`config.mk`:
```
export PLATFORM = sky130hd
export DESIGN_NAME = serial_add_seq
export DESIGN_NICKNAME = d
export VERILOG_FILES = /design/src/rtl/serial_add_seq.sv
export SDC_FILE = /design/constraint.sdc
export NUM_CORES = 1
export LEC_CHECK = 0
export ABC_CLOCK_PERIOD_IN_PS = 2000
export CORE_UTILIZATION = 38
export DETAILED_ROUTE_END_ITERATION = 6
export SLEW_MARGIN = 20
export SYNTH_ARGS = -nofsm -noshare
export SYNTH_HDL_FRONTEND = slang
export SYNTH_SLANG_ARGS = --single-unit
```
`constraint.sdc`:
```
create_clock -name clk -period 2 [get_ports clk]
set_input_delay 0.4 -clock clk [delete_from_list [all_inputs] [get_ports clk]]
set_output_delay 0.4 -clock clk [all_outputs]
set_load 0.01 [all_outputs]
```
`src/rtl/serial_add_seq.sv`:
```
// serial_add_seq: bit-serial WIDTH-bit adder built around an external 1-bit
// pipelined full adder with FA_LAT cycles of latency. Bits are issued LSB
// first, and each returned carry is fed back as the carry-in of the next bit.
module serial_add_seq #(
    parameter int WIDTH  = 8,
    parameter int FA_LAT = 3
) (
    input  logic             clk,
    input  logic             rst_n,
    input  logic             start,
    input  logic [WIDTH-1:0] a,
    input  logic [WIDTH-1:0] b,
    input  logic             cin,
    output logic             fa_a,
    output logic             fa_b,
    output logic             fa_cin,
    input  logic             fa_sum,
    input  logic             fa_cout,
    output logic             busy,
    output logic             done,
    output logic [WIDTH-1:0] sum,
    output logic             cout
);

    // The index must be able to hold WIDTH, so it never wraps mid-operation.
    localparam int IDX_W = $clog2(WIDTH + 1);
    // The wait counter runs from 1 up to FA_LAT.
    localparam int CNT_W = $clog2(FA_LAT + 1);

    localparam logic [IDX_W-1:0] LAST_IDX = IDX_W'(WIDTH - 1);
    localparam logic [CNT_W-1:0] LAT_CNT  = CNT_W'(FA_LAT);

    typedef enum logic [1:0] {
        S_IDLE  = 2'd0,
        S_ISSUE = 2'd1,
        S_WAIT  = 2'd2,
        S_DONE  = 2'd3
    } state_t;

    state_t           state_q, state_d;
    logic [IDX_W-1:0] idx_q, idx_d;
    logic [CNT_W-1:0] wait_q, wait_d;
    logic [WIDTH-1:0] a_q, a_d;
    logic [WIDTH-1:0] b_q, b_d;
    logic             carry_q, carry_d;
    logic [WIDTH-1:0] result_q, result_d;
    logic [WIDTH-1:0] sum_q, sum_d;
    logic             cout_q, cout_d;

    logic             accept;
    logic             capture;
    logic             last_bit;
    logic             a_bit;
    logic             b_bit;

    // A new request is taken only when no addition is in flight.
    assign accept   = start && ((state_q == S_IDLE) || (state_q == S_DONE));
    // The full-adder result is valid only on the FA_LAT-th cycle after issue.
    assign capture  = (state_q == S_WAIT) && (wait_q == LAT_CNT);
    assign last_bit = (idx_q == LAST_IDX);

    // State register; reset returns to IDLE regardless of the current state.
    always_ff @(posedge clk) begin
        if (!rst_n) begin
            state_q <= S_IDLE;
        end else begin
            state_q <= state_d;
        end
    end

    // Next-state logic for the issue/wait sequencing.
    always_comb begin
        state_d = state_q;
        case (state_q)
            S_IDLE: begin
                if (start) begin
                    state_d = S_ISSUE;
                end
            end
            S_ISSUE: begin
                state_d = S_WAIT;
            end
            S_WAIT: begin
                if (capture) begin
                    state_d = last_bit ? S_DONE : S_ISSUE;
                end
            end
            S_DONE: begin
                state_d = start ? S_ISSUE : S_IDLE;
            end
            default: begin
                state_d = S_IDLE;
            end
        endcase
    end

    // Select the operand bits addressed by the current index.
    always_comb begin
        a_bit = 1'b0;
        b_bit = 1'b0;
        for (int i = 0; i < WIDTH; i++) begin
            if (idx_q == IDX_W'(i)) begin
                a_bit = a_q[i];
                b_bit = b_q[i];
            end
        end
    end

    // Outputs decoded from state; full-adder inputs pulse only in ISSUE.
    always_comb begin
        busy   = 1'b0;
        done   = 1'b0;
        fa_a   = 1'b0;
        fa_b   = 1'b0;
        fa_cin = 1'b0;
        case (state_q)
            S_ISSUE: begin
                busy   = 1'b1;
                fa_a   = a_bit;
                fa_b   = b_bit;
                fa_cin = carry_q;
            end
            S_WAIT: begin
                busy = 1'b1;
            end
            S_DONE: begin
                done = 1'b1;
            end
            default: begin
                busy = 1'b0;
            end
        endcase
    end

    // Datapath next values: operand load, latency counting and bit capture.
    always_comb begin
        idx_d    = idx_q;
        wait_d   = wait_q;
        a_d      = a_q;
        b_d      = b_q;
        carry_d  = carry_q;
        result_d = result_q;
        sum_d    = sum_q;
        cout_d   = cout_q;

        if (accept) begin
            a_d      = a;
            b_d      = b;
            carry_d  = cin;
            idx_d    = '0;
            result_d = '0;
        end

        // The counter enters WAIT at 1 so it equals FA_LAT on the sample cycle.
        if (state_q == S_ISSUE) begin
            wait_d = CNT_W'(1);
        end else if ((state_q == S_WAIT) && !capture) begin
            wait_d = wait_q + CNT_W'(1);
        end

        if (capture) begin
            for (int i = 0; i < WIDTH; i++) begin
                if (idx_q == IDX_W'(i)) begin
                    result_d[i] = fa_sum;
                end
            end
            carry_d = fa_cout;
            idx_d   = idx_q + IDX_W'(1);
            // The published result only changes once the final bit lands,
            // so sum/cout hold steady through the next operation.
            if (last_bit) begin
                sum_d  = result_d;
                cout_d = fa_cout;
            end
        end
    end

    // Datapath registers with synchronous active-low clear.
    always_ff @(posedge clk) begin
        if (!rst_n) begin
            idx_q    <= '0;
            wait_q   <= '0;
            a_q      <= '0;
            b_q      <= '0;
            carry_q  <= 1'b0;
            result_q <= '0;
            sum_q    <= '0;
            cout_q   <= 1'b0;
        end else begin
            idx_q    <= idx_d;
            wait_q   <= wait_d;
            a_q      <= a_d;
            b_q      <= b_d;
            carry_q  <= carry_d;
            result_q <= result_d;
            sum_q    <= sum_d;
            cout_q   <= cout_d;
        end
    end

    assign sum  = sum_q;
    assign cout = cout_q;

endmodule

```
==> results.cfg, run 1 <==
[logic_synthesis]
distinct_cells_synth = 39
seq_area_frac_synth = 0.3870
asyncSetResetFlopFracSynth = 0
syn-cell-area_um2 = 2121
synth-edff-count = 0
post_synth.cell_area_avg_um2 = 8.483
synth-simple-area-share = 0.2460
synth_nets = 282
postSynthRegisterBits = 41
synth_top_family_by_area = simple AND/OR/NAND/NOR gates
synth_warnings = 0
ys.flop_type = dfxtp_1
post_synth_fa_ha_maj_area_fraction = 0.05900
synthMuxAreaShare = 0.009440
post_synthesis_xor_xnor_area_fraction = 0.004130
synth_instances = 250
synth_compound_area_frac = 0.2177

[sta]
timing.final.ws_setup_ns = -0.04269
max_freq_mhz = 489.6
worst_slew_pin_slew_ns = 0.3470
setup_viol = 2
skew_ns = 0.01209
finalMaxSlewViolations = 0
fin_setup_tns_ns = -0.06310
rsz0062_at_grt = true
finalCritPeriodShare = 1.021
final.min_clock_period_ns = 2.043
final_report_hold_violation_count = 0
holdWs_ns = 0.4532
max-slew-margin-rel = 0.7687

[job]
cap_violations = 0

[clock_network]
clock_tree.buffer_depth = 2
clock-sinks = 41
tritoncts.num_buffers = 5
clk-insertion-delay-late_ns = 0.29
cts_tree = done
cts_max_level = 2
root_buffer = clkbuf_8
path_clk_slew_ns = 0.08

[drt]
postRouteWirelength_mm = 4.788
antenna_violating_nets_post_route = 0
detail_route.first_pass.iterations = 4
remaining_drc_errors = 0
avgViaCountPerCell = 4.960
dr.first_iter.drc_count = 128
vias = 1840
routedWlPerCell_um = 12.91

[grt]
antenna_found_initial = 0
global_route_wire_length_before_repair_mm = 8.342
pin_count_of_the_biggest_net_entering_global_routing = 32
global_route.usage.met2 = 0.2839
gr-usage-met3 = 0.03333
grt.total_usage = 0.1759
first_global_vias = 1729
grt-busiest-layer = met2
grt-ovfl-total = 0
use_met1 = 0.2363

[critical_path]
worstPathArrival_ns = 1.64
worst-path-max-fanout = 9
critical_path.endpoint_type = primary output
worstSetupPathType = reg2out
crit_required_ns = 1.60
worst_setup_path_start_kind = flip-flop

[pwr]
totalPowerFinal_mw = 2.453
power_leakage_nw = 1.061
power.ir.vdd_worst_uv = 425.9
power-per-cell-area_nw_per_um2 = 857.3

[floorplan]
row_count = 26
coreArea_um2 = 5238
dieWidth_um = 76.71
pin_count = 36
initial_core_util = 0.4049
fp.dieArea_um2 = 5884
floorplan.die.height_um = 76.71

[cells_and_area]
sequential_cell_area_um2 = 828.3
multi_input_area_um2 = 1220
fillers = 490
nets = 332
antenna_cells = 0
area_growth_syn_to_layout_pct = 34.93
final_area_um2 = 2861
layout-drive-gt1-share = 0.2259

[outcome]
failed_checks = negative setup slack
outcome = finished, violations left

[place]
port_buffers = 35
gp_congestion = 0.7758
dp_wirelength_mm = 3.267
dp_worst_setup_slack_ns = -0.3129
postPlaceCellArea_um2 = 2611

[worst_hold_path]
hold_class = reg2reg
-- path summary, 6_finish.rpt --
path	start	endpoint	slack [ns]	cells past startpoint
worst max-delay path	idx_q[1]	fa_a	-0.04	6
worst min-delay path	b_q[2]	b_q[2]	0.45	2
worst max register to register	state_q[0]	result_q[1]	0.17	8
worst min register to register	b_q[2]	b_q[2]	0.45	2
-- layout by cell type (no fill, tap or decap), types with 3 or more instances in the layout --
cell | Yosys | final
nor3b_1 | 5 | 5
nor2_1 | 15 | 15
dfxtp_1 | 41 | 39
buf_12 | 1 | 3
inv_1 | 6 | 4
buf_4 | 2 | 23
ha_1 | 10 | 5
a211oi_1 | 12 | 12
clkbuf_8 | 0 | 6
nand2b_1 | 4 | 3
clkdlybuf4s50_1 | 0 | 31
o21ai_0 | 7 | 6
nor3b_2 | 6 | 6
nand2_1 | 39 | 39
ha_4 | 0 | 4
nor3_1 | 4 | 4
nand3_1 | 4 | 4
a21oi_2 | 1 | 3
a21oi_1 | 46 | 44
-- report_power, final --
| group | internal (mW) | leakage (nW) | switching (mW) | total (mW) |
|---|---|---|---|---|
| logic | 0.345 | 0.668 | 0.442 | 0.787 |
| clock network | 0.407 | 0.0585 | 0.286 | 0.694 |
| registers | 0.914 | 0.335 | 0.0589 | 0.973 |
-- repair_timing --
item,CTS,global route
resized for setup,26,8
hold buffers,0,0
buffers inserted,2,3
pin swaps,1,3
endpoints found under the setup margin,4,2
-- metal layers --
metal,wire (µm),vias to the layer above
met5,0,-
met3,192,5
met4,40,0
met2,2153,48
met1,2401,820
li1,-,967
-- stage by stage --
stage / instances / util
after floorplan: 250 / -
after global placement: 358 / 0.4986
after detailed placement: 358 / 0.4986
after CTS: 368 / 0.5342
after global routing: 371 / 0.5463
final: 371 / 0.5463
-- flip-flops by register name, indices dropped and copies added, names as in the netlist --
signal / flops
state_q: 2
a_q: 8
b_q: 8
cout: 1
idx_q: 4
carry_q: 1
result_q: 7
wait_q: 2
sum: 8
-- area by class of cell --
cell class	instances	share of cell area
clock buffers	7	0.03017
clock inverters	1	0.01049
inverters	6	0.009620
multi-input cells	184	0.4263
flip-flops and latches	41	0.2895
well taps	70	0.03061
repair buffers	62	0.2033
-- critical path: stages, from the launching register on --
cell and delay [ns]:
dfxtp_4 0.40, inv_4 0.05, ha_4 0.18, nand3b_1 0.17, a211o_1 0.28, a21oi_2 0.12
buf_2 0.14
-- synth_stat cells, types with 2 or more instances --
cell	number	area share
nand2b_2	2	0.0083
nand3_1	4	0.0094
inv_1	6	0.011
a211o_1	2	0.0083
mux2i_1	2	0.0094
o21ai_0	7	0.017
buf_4	2	0.0071
nor2_2	2	0.0059
a221oi_1	2	0.0083
ha_1	10	0.059
dfxtp_1	41	0.39
nand3b_1	2	0.0071
a211oi_1	12	0.042
and3b_2	2	0.0094
and2_1	2	0.0059
nand2_1	39	0.069
nor3b_2	6	0.035
nor3b_1	5	0.018
buf_6	5	0.027
buf_2	6	0.014
a21oi_1	46	0.11
nor2b_1	3	0.0089
a211oi_2	2	0.012
nand2b_1	4	0.012
clkbuf_1	5	0.0089
nor2_1	15	0.027
nor3_1	4	0.0094
-- cell families after synthesis --
| kind of cell | after synthesis |
|---|---|
| AND/OR/NAND/NOR | 95 |
| XOR/XNOR | 1 |
| AO/OA/AOI/OAI | 76 |
| buffers and inverters | 25 |
| multiplexers | 2 |
| adder cells (fa/ha/maj) | 10 |
| flip-flops | 41 |
No activity file was read; power rests on OpenSTA's default activity.
==> run 2, diff against run 1 <==
- ABC_CLOCK_PERIOD_IN_PS: 2000 -> 2200
- clock period: 2 -> 2.2 ns (I/O delays scaled with it)
==> results.cfg, run 2 (synthesized netlist as in run 1, its figures left out) <==
[worst_hold_path]
hold_start = b_q[2]
hold_class = reg2reg

[cells_and_area]
area_growth_syn_to_layout_pct = 31.56
fillers = 491
final_cell_mix = 45 x a21oi_1, 39 x nand2_1, 38 x dfxtp_1, 32 x clkdlybuf4s50_1, 18 x buf_4
nets = 324
layout-drive-gt1-share = 0.2082
final_common_cell = a21oi_1
final_core_util = 0.5327
layout.cells.non_filler = 363
antenna_cells = 0

[critical_path]
critPathSlowestCell = dfxtp_4
worst_setup_path_start_kind = flip-flop
worstPathArrival_ns = 1.65
critical_path.endpoint_type = primary output
worstSetupPathType = reg2out
cp_cell_sequence = inv_2 -> ha_4 -> nand3b_1 -> a211o_1 -> a21oi_1 -> buf_2
highest_cell_delay_on_the_worst_timing_path_ns = 0.39
start_point_of_the_critical_path = idx_q[1]
reg2reg_from = idx_q[1]
worst-path-max-fanout = 10
crit_required_ns = 1.76

[sta]
max_freq_mhz = 477.8
worst_slew_pin_slew_ns = 0.5924
finalMaxSlewViolations = 0
final.min_clock_period_ns = 2.093
final_report_hold_violation_count = 0
fin_setup_tns_ns = 0
skew_ns = 0.008489
max-slew-margin-rel = 0.6051
timing.final.ws_setup_ns = 0.1069
rsz0062_at_grt = false
setup_viol = 0
finalCritPeriodShare = 0.9514

[clock_network]
cts_max_level = 2
clk-insertion-delay-late_ns = 0.30
tritoncts.num_buffers = 5
path_clk_slew_ns = 0.08
cts-hold-fix-buffers = 0
cts_tree = done
clock_tree.buffer_depth = 2
clock-sinks = 41
root_buffer = clkbuf_8

[grt]
first_global_vias = 1744
global_route_wire_length_before_repair_mm = 8.045
grt.total_usage = 0.1699
pin_count_of_the_biggest_net_entering_global_routing = 27
grt-ovfl-total = 0
antenna_found_initial = 0

[drt]
detail_route.first_pass.iterations = 4
routedWlPerCell_um = 12.50
dr.first_iter.drc_count = 63
vias = 1807
avgViaCountPerCell = 4.978
postRouteWirelength_mm = 4.536
remaining_drc_errors = 0
antenna_violating_nets_post_route = 0

[pwr]
totalPowerFinal_mw = 2.287
power-per-cell-area_nw_per_um2 = 819.7
power.ir.vdd_worst_uv = 512.8
power_leakage_nw = 1.028

[floorplan]
row_count = 26
floorplan.die.height_um = 76.71
fp.dieArea_um2 = 5884
dieWidth_um = 76.71
initial_core_util = 0.4049
coreArea_um2 = 5238
pin_count = 36

[place]
gp_congestion = 0.8435
placed_cell_count = 354
dp_worst_setup_slack_ns = -0.1418
port_buffers = 35
dp_wirelength_mm = 3.149

[outcome]
outcome = complete, no violations

[job]
cap_violations = 0
-- run 2: changes by cell type in the layout (fill, tap and decap cells not counted), sizes merged --
cell and delta:
buf -8, bufinv +1, clkbuf -2, clkinv +1
dlygate4sd2 -2, clkdlybuf4s50 +1, dlymetal6s2s +1
-- run 2: critical path, delay by kind of cell, from the launching register on --
family                   cells  cell delay [ns]
flip-flops                   1             0.39
AO/OA/AOI/OAI                2             0.39
buffers and inverters        2             0.21
adder cells (fa/ha/maj)      1             0.19
AND/OR/NAND/NOR              1             0.17
-- run 2: metal layers --
| layer | GRT usage | share of wire | vias up | wire, µm |
|---|---|---|---|---|
| met1 | 0.2249 | 0.50 | 813 | 2288 |
| met4 | 0.05769 | 0.013 | 0 | 59 |
| li1 | - | - | 952 | - |
| met2 | 0.2714 | 0.44 | 36 | 2014 |
| met3 | 0.03690 | 0.039 | 6 | 175 |
| met5 | 0 | 0 | - | 0 |
-- run 2: cell type report --
cell class	count	area, µm²	share of cell area
multi-input cells	184	1216	0.4359
flip-flops and latches	41	829.5	0.2973
repair buffers	54	498.0	0.1785
well taps	70	87.58	0.03139
clock buffers	5	68.82	0.02466
clock inverters	3	65.06	0.02332
inverters	6	25.02	0.008969
-- run 2: path summary, 6_finish.rpt --
path                  to  slack (ns)  depth (start not counted)
setup / recovery    fa_a        0.11                          6
hold / removal    b_q[2]        0.46                          2
setup reg to reg    cout        0.29                          7
hold reg to reg   b_q[2]        0.46                          2
-- run 2: stage by stage --
step	hold WS, ns	area, µm²
floorplan	0.4312	2121
finish	0.4576	2790
global route	0.4831	2790
CTS	0.4613	2753
detailed placement	0.4501	2569
global placement	0.4433	2569
-- run 2: what timing repair did --
item,CTS,global route
resized for setup,20,10
hold endpoints to repair,0,0
setup buffers,1,0
setup endpoints to repair,2,4
-- run 2: report_power, final --
group | internal [mW] | leakage [nW] | switching, mW
Clock | 0.451 | 0.0681 | 0.265
Combinational | 0.293 | 0.624 | 0.381
Sequential | 0.833 | 0.335 | 0.0649
Total | 1.58 | 1.03 | 0.710
==> run 3, diff against run 2 <==
- HOLD_SLACK_MARGIN: not set -> 0.1
==> results of run 3 <==
Same layout as run 2: the final DEF is identical, and so are final timing and power.
